===== config.mk =====
export PLATFORM = sky130hd
export DESIGN_NAME = mix_columns_seq_flat
export DESIGN_NICKNAME = d
export VERILOG_FILES = /design/src/rtl/mix_columns_seq_if.sv /design/src/rtl/mix_columns_seq.sv /design/src/flat_wrapper.sv
export SDC_FILE = /design/constraint.sdc
export NUM_CORES = 1
export LEC_CHECK = 0
export ABC_AREA = 1
export ABC_CLOCK_PERIOD_IN_PS = 2080
export CORE_ASPECT_RATIO = 1.2
export CORE_MARGIN = 5
export CORE_UTILIZATION = 45
export CTS_BUF_LIST = sky130_fd_sc_hd__clkbuf_4 sky130_fd_sc_hd__clkbuf_8
export DETAILED_ROUTE_END_ITERATION = 7
export HOLD_SLACK_MARGIN = 0.05
export PLACE_DENSITY = 0.65
export SETUP_SLACK_MARGIN = 0.4
export SLEW_MARGIN = 20
export SYNTH_ARGS = -nofsm -noshare
export SYNTH_HDL_FRONTEND = slang
export SYNTH_SLANG_ARGS = --single-unit

===== constraint.sdc =====
create_clock -name clk -period 2.08 [get_ports clk]
set_input_delay 0.208 -clock clk [delete_from_list [all_inputs] [get_ports clk]]
set_output_delay 0.208 -clock clk [all_outputs]
set_load 0.01 [all_outputs]

===== src/rtl/mix_columns_seq_if.sv =====
// rtl/mix_columns_seq_if.sv - state-in / state-out handshake bundle for mix_columns_seq
interface mix_columns_seq_if;
    logic         in_valid;
    logic         in_ready;
    logic         in_inv;
    logic [127:0] in_data;
    logic         out_valid;
    logic         out_ready;
    logic [127:0] out_data;

    modport slave (
        input  in_valid,
        input  in_inv,
        input  in_data,
        input  out_ready,
        output in_ready,
        output out_valid,
        output out_data
    );

    modport master (
        output in_valid,
        output in_inv,
        output in_data,
        output out_ready,
        input  in_ready,
        input  out_valid,
        input  out_data
    );
endinterface


===== src/rtl/mix_columns_seq.sv =====
// rtl/mix_columns_seq.sv - sequential AES MixColumns/InvMixColumns engine
// Transforms COLS_PER_CYCLE columns of the held state per BUSY cycle, in place.
module mix_columns_seq #(
    parameter int COLS_PER_CYCLE = 1
) (
    input  logic              clk,
    input  logic              rst_n,
    mix_columns_seq_if.slave  io,
    output logic              busy
);

    if (!(COLS_PER_CYCLE == 1 || COLS_PER_CYCLE == 2 || COLS_PER_CYCLE == 4)) begin : g_bad_param
        $error("mix_columns_seq: COLS_PER_CYCLE must be 1, 2 or 4");
    end

    localparam logic [1:0] STEP = 2'(COLS_PER_CYCLE);
    localparam logic [1:0] LAST = 2'(4 - COLS_PER_CYCLE);

    typedef enum logic [1:0] {
        IDLE,
        BUSY,
        DONE
    } state_e;

    state_e       state_q, state_d;
    logic [127:0] work_q, work_d;
    logic         mode_q, mode_d;
    logic [1:0]   col_cnt_q, col_cnt_d;
    logic         accept;

    function automatic logic [7:0] xtime(input logic [7:0] x);
        return {x[6:0], 1'b0} ^ (x[7] ? 8'h1b : 8'h00);
    endfunction

    // Coefficients of both matrices fit in 4 bits, so x, 2x, 4x, 8x cover every product.
    function automatic logic [7:0] gmul(input logic [7:0] a, input logic [3:0] coef);
        logic [7:0] x2, x4, x8;
        x2 = xtime(a);
        x4 = xtime(x2);
        x8 = xtime(x4);
        return ({8{coef[0]}} & a) ^ ({8{coef[1]}} & x2) ^
               ({8{coef[2]}} & x4) ^ ({8{coef[3]}} & x8);
    endfunction

    function automatic logic [31:0] mix_col(input logic [31:0] col, input logic inv);
        logic [3:0]  coef [4];
        logic [7:0]  b;
        logic [31:0] res;
        if (inv) coef = '{4'he, 4'hb, 4'hd, 4'h9};
        else     coef = '{4'h2, 4'h3, 4'h1, 4'h1};
        res = '0;
        for (int r = 0; r < 4; r++) begin
            b = 8'h00;
            for (int k = 0; k < 4; k++) begin
                b = b ^ gmul(col[31-8*k -: 8], coef[2'(k - r)]);
            end
            res[31-8*r -: 8] = b;
        end
        return res;
    endfunction

    always_comb begin
        state_d      = state_q;
        work_d       = work_q;
        mode_d       = mode_q;
        col_cnt_d    = col_cnt_q;
        accept       = 1'b0;
        io.in_ready  = 1'b0;
        io.out_valid = 1'b0;
        busy         = 1'b0;

        case (state_q)
            IDLE: begin
                io.in_ready = 1'b1;
                accept      = io.in_valid;
            end
            BUSY: begin
                busy = 1'b1;
                // col_cnt is always a multiple of N, so the offset picks exactly this group.
                for (int c = 0; c < 4; c++) begin
                    if (3'(2'(c) - col_cnt_q) < 3'(COLS_PER_CYCLE)) begin
                        work_d[127-32*c -: 32] = mix_col(work_q[127-32*c -: 32], mode_q);
                    end
                end
                col_cnt_d = col_cnt_q + STEP;
                if (col_cnt_q == LAST) state_d = DONE;
            end
            DONE: begin
                io.out_valid = 1'b1;
                io.in_ready  = io.out_ready;
                if (io.out_ready) begin
                    if (io.in_valid) accept = 1'b1;
                    else             state_d = IDLE;
                end
            end
            default: state_d = IDLE;
        endcase

        if (accept) begin
            work_d    = io.in_data;
            mode_d    = io.in_inv;
            col_cnt_d = 2'd0;
            state_d   = BUSY;
        end
    end

    always_ff @(posedge clk or negedge rst_n) begin
        if (!rst_n) begin
            state_q   <= IDLE;
            work_q    <= '0;
            mode_q    <= 1'b0;
            col_cnt_q <= 2'd0;
        end else begin
            state_q   <= state_d;
            work_q    <= work_d;
            mode_q    <= mode_d;
            col_cnt_q <= col_cnt_d;
        end
    end

    assign io.out_data = work_q;

endmodule

===== src/flat_wrapper.sv =====
// flat-port wrapper written by rule: the top's interface ports become plain ports
module mix_columns_seq_flat 
#(
    parameter int COLS_PER_CYCLE = 1
)
  (clk, rst_n, busy, io_in_valid, io_in_inv, io_in_data, io_out_ready, io_in_ready, io_out_valid, io_out_data);
  mix_columns_seq_if io_i ();
  input  logic clk;
  input  logic rst_n;
  output logic busy;
  input wire logic [$bits(io_i.in_valid)-1:0] io_in_valid;
  input wire logic [$bits(io_i.in_inv)-1:0] io_in_inv;
  input wire logic [$bits(io_i.in_data)-1:0] io_in_data;
  input wire logic [$bits(io_i.out_ready)-1:0] io_out_ready;
  output wire logic [$bits(io_i.in_ready)-1:0] io_in_ready;
  output wire logic [$bits(io_i.out_valid)-1:0] io_out_valid;
  output wire logic [$bits(io_i.out_data)-1:0] io_out_data;
  assign io_i.in_valid = io_in_valid;
  assign io_i.in_inv = io_in_inv;
  assign io_i.in_data = io_in_data;
  assign io_i.out_ready = io_out_ready;
  assign io_in_ready = io_i.in_ready;
  assign io_out_valid = io_i.out_valid;
  assign io_out_data = io_i.out_data;
  mix_columns_seq #(.COLS_PER_CYCLE(COLS_PER_CYCLE)) u_core (.clk(clk), .rst_n(rst_n), .io(io_i), .busy(busy));
endmodule

Word level (Yosys, flattened, before mapping):

Index checks and enable logic that the tools add are counted.

* add/sub/neg operators: 5
* order comparisons: 4
* equality and inequality tests: 7
* multiplexer cells: 76
* bitwise logic cells: 288
* reductions and logical operators: 11

Operators with widths (count)
* 8-bit bitwise XOR: 153
* 8-bit bitwise AND: 128
* 128-bit 2-to-1 mux: 2
* 5-bit 2-to-1 mux: 48
* 16-bit 2-to-1 mux: 9
* 32-bit 2-to-1 mux: 4
* 8-bit by 5-bit bitwise XOR with 8-bit output: 7
* 3-bit by 1-bit < comparator with 1-bit output, second input constant: 4
* 2-bit 2-to-1 mux: 6
* 2-bit nonzero test: 5
* 2-bit AND reduction: 4
* 3-bit by 2-bit != test with 1-bit output, second input constant: 2
* 2-bit case mux with 3 select lines: 1
* 1-bit by 2-bit subtractor with 3-bit output, first input constant: 2
* 2-bit by 2-bit subtractor with 3-bit output, first input constant: 2
* 2-bit equality test, second input constant: 2
* 1-bit 2-to-1 mux: 4
* 1-bit case mux with 2 select lines: 2
* 4-bit AND reduction: 1
* 3-bit by 1-bit != test with 1-bit output, second input constant: 1
* 2-bit by 1-bit adder with 2-bit output, second input constant: 1
* 2-bit by 1-bit equality test with 1-bit output, second input constant: 1
* 2-bit zero test: 1
* 2-bit by 1-bit != test with 1-bit output, second input constant: 1

* flip-flop bits (word level): 133
* input port bits: 133
* output and inout bits: 131

Logic depth before layout (Yosys ltp):

* depth in word-level cells: 12
* gate-level depth with buffers: 14

Worst setup path before layout:

OpenSTA, ideal clock, no wires.

* path type: flip-flop to flip-flop
* from: register u_core.work_q[119] (netlist: u_core.io.out_data[119])
* to: register u_core.work_q[114] (netlist: u_core.io.out_data[114])
* setup time: 116 ps
* arrival time: 1410 ps
* slack: 554 ps
* stages on the path, launching flop included: 11
* buffers on the path: 1
* cell sequence: dfrtp_1 buf_4 inv_2 nand2_1 nand2_1 xor2_1 nand3_1 nand3_1 nand3_1 nand2_1 nand2_1

* cells in the longest elaborated chain, start to end: 10
* elaborated cells between the ends (all ways): 12
* those cells by class: mux (4); bitwise (8)

RTL lines
* start, declared: line mix_columns_seq.sv:26 `logic [127:0] work_q, work_d;`
* start signal, assigned: line mix_columns_seq.sv:115 `work_q <= work_d;`
* 5-bit 2-to-1 mux *: line mix_columns_seq.sv:32 `return {x[6:0], 1'b0} ^ (x[7] ? 8'h1b : 8'h00);`
* 8-bit bitwise XOR *: line mix_columns_seq.sv:32
* 8-bit bitwise XOR *
* 8-bit bitwise AND or 8-bit by 5-bit bitwise XOR with 8-bit output (tied branches): line mix_columns_seq.sv:42, mix_columns_seq.sv:32
* 8-bit bitwise XOR or 8-bit bitwise AND (tied branches): line mix_columns_seq.sv:41, mix_columns_seq.sv:42
* 8-bit bitwise XOR *: line mix_columns_seq.sv:42 `({8{coef[2]}} & x4) ^ ({8{coef[3]}} & x8);`
* 8-bit bitwise XOR *: line mix_columns_seq.sv:55 `b = b ^ gmul(col[31-8*k -: 8], coef[2'(k - r)]);`
* 32-bit 2-to-1 mux *: line mix_columns_seq.sv:81 `if (3'(2'(c) - col_cnt_q) < 3'(COLS_PER_CYCLE)) begin`
* 128-bit 2-to-1 mux *: line mix_columns_seq.sv:72 `case (state_q)`
* 128-bit 2-to-1 mux *: line mix_columns_seq.sv:99 `if (accept) begin`

Mark *: on every way between the ends. The rest lies on a longest branch, timed or not. The select of a mux whose other input is x is not followed.
A chain may end at the register's enable or synchronous reset.

Worst setup path after layout:

* from: register u_core.mode_q
* to: register u_core.work_q[17] (netlist: u_core.io.out_data[17])

* cells in the longest elaborated chain, start to end: 10
* elaborated cells between the ends (all ways): 13
* those cells by class: mux (6); bitwise (7)

RTL lines
* start, declared: line mix_columns_seq.sv:27 `logic mode_q, mode_d;`
* start signal, assigned: line mix_columns_seq.sv:116 `mode_q <= mode_d;`
* 16-bit 2-to-1 mux *: line mix_columns_seq.sv:49 `if (inv) coef = '{4'he, 4'hb, 4'hd, 4'h9};`
* 16-bit 2-to-1 mux *: line mix_columns_seq.sv:81
* 16-bit 2-to-1 mux *: line mix_columns_seq.sv:72
* 8-bit bitwise AND: line mix_columns_seq.sv:42
* 8-bit bitwise XOR: line mix_columns_seq.sv:41 `return ({8{coef[0]}} & a) ^ ({8{coef[1]}} & x2) ^`
* 8-bit bitwise XOR: line mix_columns_seq.sv:42
* 8-bit bitwise XOR *: line mix_columns_seq.sv:55
* 32-bit 2-to-1 mux *: line mix_columns_seq.sv:81
* 128-bit 2-to-1 mux *: line mix_columns_seq.sv:72
* 128-bit 2-to-1 mux *: line mix_columns_seq.sv:99

Marks and branches as above.

==> flow_metrics.env <==
export IMPL_cp_cell_sequence="buf_12 -> buf_12 -> buf_12 -> nand2_2 -> xor2_1 -> nand2_1 -> nand3_1 -> nand2_1 -> o21bai_1"
export IMPL_antenna_found_initial=0
export IMPL_yosysSeqAreaShare_pct=20.6
export IMPL_routed_via_density=5.52
export IMPL_dieArea_um2=39800
export IMPL_crit_slowest_cell="dfrtp_4"
export IMPL_cp_end_kind="flip-flop"
export IMPL_slowest_delay_ns=0.53
export IMPL_async_flop_share_pct=100
export IMPL_r2r_start="u_core.mode_q"
export IMPL_std_cell_rows=76
export IMPL_wl_met1_um=26400
export IMPL_die_h_um=218
export IMPL_port_buffers=263
export IMPL_dr_wl_met3_um=5880
export IMPL_rsz0062_at_grt="yes"
export IMPL_final_nets=3325
export IMPL_syn_to_final_growth_pct=62.1
export IMPL_setup_tns_final_ns=0
export IMPL_ff2ff_path_depth=9
export IMPL_cts_clk_slew_worst_paths_ns=0.10
export IMPL_cpMostUsedCell="buf_12"
export IMPL_grt_pass1_vias=18600
export IMPL_status="finished clean"
export IMPL_drive_gt1_share_pct=30.4
export IMPL_h_tree_depth=4
export IMPL_cp_required_ns=2.52
export IMPL_ys_seq_elements=133
export IMPL_routed_top_layer="met4"
export IMPL_slew_violations=0
export IMPL_rrSetupSlack_ns=0.23
export IMPL_layout_common_cells="nand2_1, inv_1, nand3_1"
export IMPL_grt_pass1_wl_um=97000
export IMPL_yosysWarnings=0
export IMPL_die_w_um=183
export IMPL_arrival_ns=2.28
export IMPL_netlist_instances=2754
export IMPL_ant_nets=0
export IMPL_drcViolationCount=0
export IMPL_fill_cells=2734
export IMPL_synth_cell_types=34
export IMPL_grt_max_degree=52
export IMPL_setup_violations=0
export IMPL_synth_edf_count=0
export IMPL_path_buf_inv=3
export IMPL_layout_commonest_cell="nand2_1"
export IMPL_reg2reg_to="u_core.io.out_data[17]"
export IMPL_wire_per_inst_um=19.4
export IMPL_max_freq_mhz=542
export IMPL_fin_worst_skew_ns=0.0128
export IMPL_cap_viol_max_count=0
export IMPL_slew_limit_headroom_pct=61.6
export IMPL_crit_family="flip-flops"
export IMPL_cts_buffers_inserted=17
export IMPL_syn_nets=2892
export IMPL_final_hold_violation_count=0
export IMPL_fp_coreArea_um2=35800
export IMPL_crit_fanout=8
export IMPL_timing_final_crit_share_pct=88.8
export IMPL_layout_min_cycle_time_ns=1.85
export IMPL_dr_pass1_iters=6
export IMPL_hpwl_um=42100
export IMPL_start_kind="flip-flop"
export IMPL_synthFlopType="dfrtp_1"
export IMPL_worst_slew_pin_slew_ns=0.574
export IMPL_finalWirelength_um=71100
export IMPL_netlist_area_um2=16200
export IMPL_start_util_pct=45.2
export IMPL_postSynthAreaPerCell_um2=5.87
export IMPL_grt_overflow=0
export IMPL_cts_sinks=133
export IMPL_grt_use_total_pct=30.4
export IMPL_cts_tree="yes"
export IMPL_io_pins=264
export IMPL_worstSkewPairLatency_ns=0.52
export IMPL_dr_wl_met2_um=33800
export IMPL_min_path_type="input port to asynchronous set/reset pin"
export IMPL_drt_initial_drc_count=1621
export IMPL_cts_root_buf="clkbuf_8"
export IMPL_cts_buffer_depth=2
export IMPL_place_gp_congestion=0.926
export IMPL_num_vias=20300
export IMPL_critPathKind="flip-flop to flip-flop"
[logic make-up after synthesis]
kind of cell	after synthesis	synth area share, %
AO/OA/AOI/OAI	241	8.61
AND/OR/NAND/NOR	1604	40.9
buffers and inverters	446	11.9
XOR/XNOR	325	17.6
adder cells (fa/ha/maj)	5	0.387
flip-flops	133	20.6
[cell usage after synthesis (23+ instances only)]
| cell | instances | area (um2) |
|---|---|---|
| o21ai_1 | 49 | 245 |
| xnor2_1 | 93 | 815 |
| buf_2 | 51 | 255 |
| a21oi_1 | 28 | 140 |
| nor2_1 | 61 | 229 |
| o21ai_0 | 94 | 470 |
| inv_1 | 318 | 1190 |
| nand2_1 | 1204 | 4520 |
| nand4_1 | 29 | 181 |
| xor2_1 | 232 | 2030 |
| dfrtp_1 | 133 | 3330 |
| nand3_1 | 272 | 1360 |
| o21bai_1 | 51 | 383 |
| buf_4 | 23 | 173 |
| inv_2 | 25 | 93.8 |
[per-layer routing]
| layer | vias up | track usage (%) |
|---|---|---|
| met4 | 0 | 16.4 |
| met1 | 9484 | 37.4 |
| met5 | - | 0 |
| met2 | 1097 | 51.0 |
| met3 | 325 | 4.64 |
| li1 | 9348 | - |
[area by class of cell]
| cell class | count | area (um2) | area share [%] |
|---|---|---|---|
| clock inverter | 14 | 255 | 0.974 |
| antenna | 1 | 2.50 | 0.00955 |
| inverter | 344 | 1350 | 5.15 |
| sequential | 133 | 3450 | 13.2 |
| timing repair inverter | 2 | 41.3 | 0.158 |
| clock buffer | 18 | 248 | 0.945 |
| timing repair buffer | 513 | 5660 | 21.6 |
| multi-input combinational | 2176 | 14600 | 55.8 |
| tap | 468 | 586 | 2.23 |
[metrics by stage]
stage / hold slack, ns / util [%] / worst slack (ns) / area (um2) / instances
final: 0.206 / 73.3 / 0.234 / 26200 / 3669
after floorplan: -0.0876 / - / 0.554 / 16200 / 2754
after detailed placement: 0.197 / 53.8 / 0.0788 / 19200 / 3423
after global routing: 0.239 / 73.3 / 0.145 / 26200 / 3668
after CTS: 0.190 / 63.5 / 0.218 / 22700 / 3599
after global placement: 0.190 / 53.8 / 0.127 / 19200 / 3423
[sequential cells by signal (all words and copies together) (netlist names)]
register	count
u_core.col_cnt_q	2
u_core.mode_q	1
u_core.io.out_data	128
u_core.state_q	2
[worst register-to-register path, cell delays in order, from the launching register on]
cell	delay [ns]
dfrtp_4	0.53
buf_12	0.17
buf_12	0.14
buf_12	0.16
nand2_2	0.18
xor2_1	0.18
nand2_1	0.09
nand3_1	0.10
nand2_1	0.06
o21bai_1	0.16
[worst max-delay path by stage]
stage | startpoint | end | slack (ns) | depth (start not counted)
2_1_floorplan | u_core.io.out_data[119] | u_core.io.out_data[114] | 0.55 | 10
3_3_place_gp | io_out_ready | u_core.io.out_data[78] | 0.13 | 10
3_5_place_dp | io_out_ready | u_core.io.out_data[70] | 0.08 | 10
4_1_cts | u_core.state_q[1] | io_in_ready | 0.22 | 4
5_1_grt | u_core.mode_q | u_core.io.out_data[20] | 0.15 | 14
6_report | u_core.mode_q | u_core.io.out_data[17] | 0.23 | 9
[repair_timing]
item / 4_1_cts / 5_1_grt
hold buffers: 1 / 0
pin swaps: 74 / 226
setup endpoints to repair: 232 / 136
buffers inserted: 123 / 47
hold endpoints to repair: 55 / 0
gates cloned: 20 / 22
gates resized for setup: 524 / 554
Power is not shown: default switching activity piles up to over one toggle a cycle in this logic, so the estimate is an artifact.
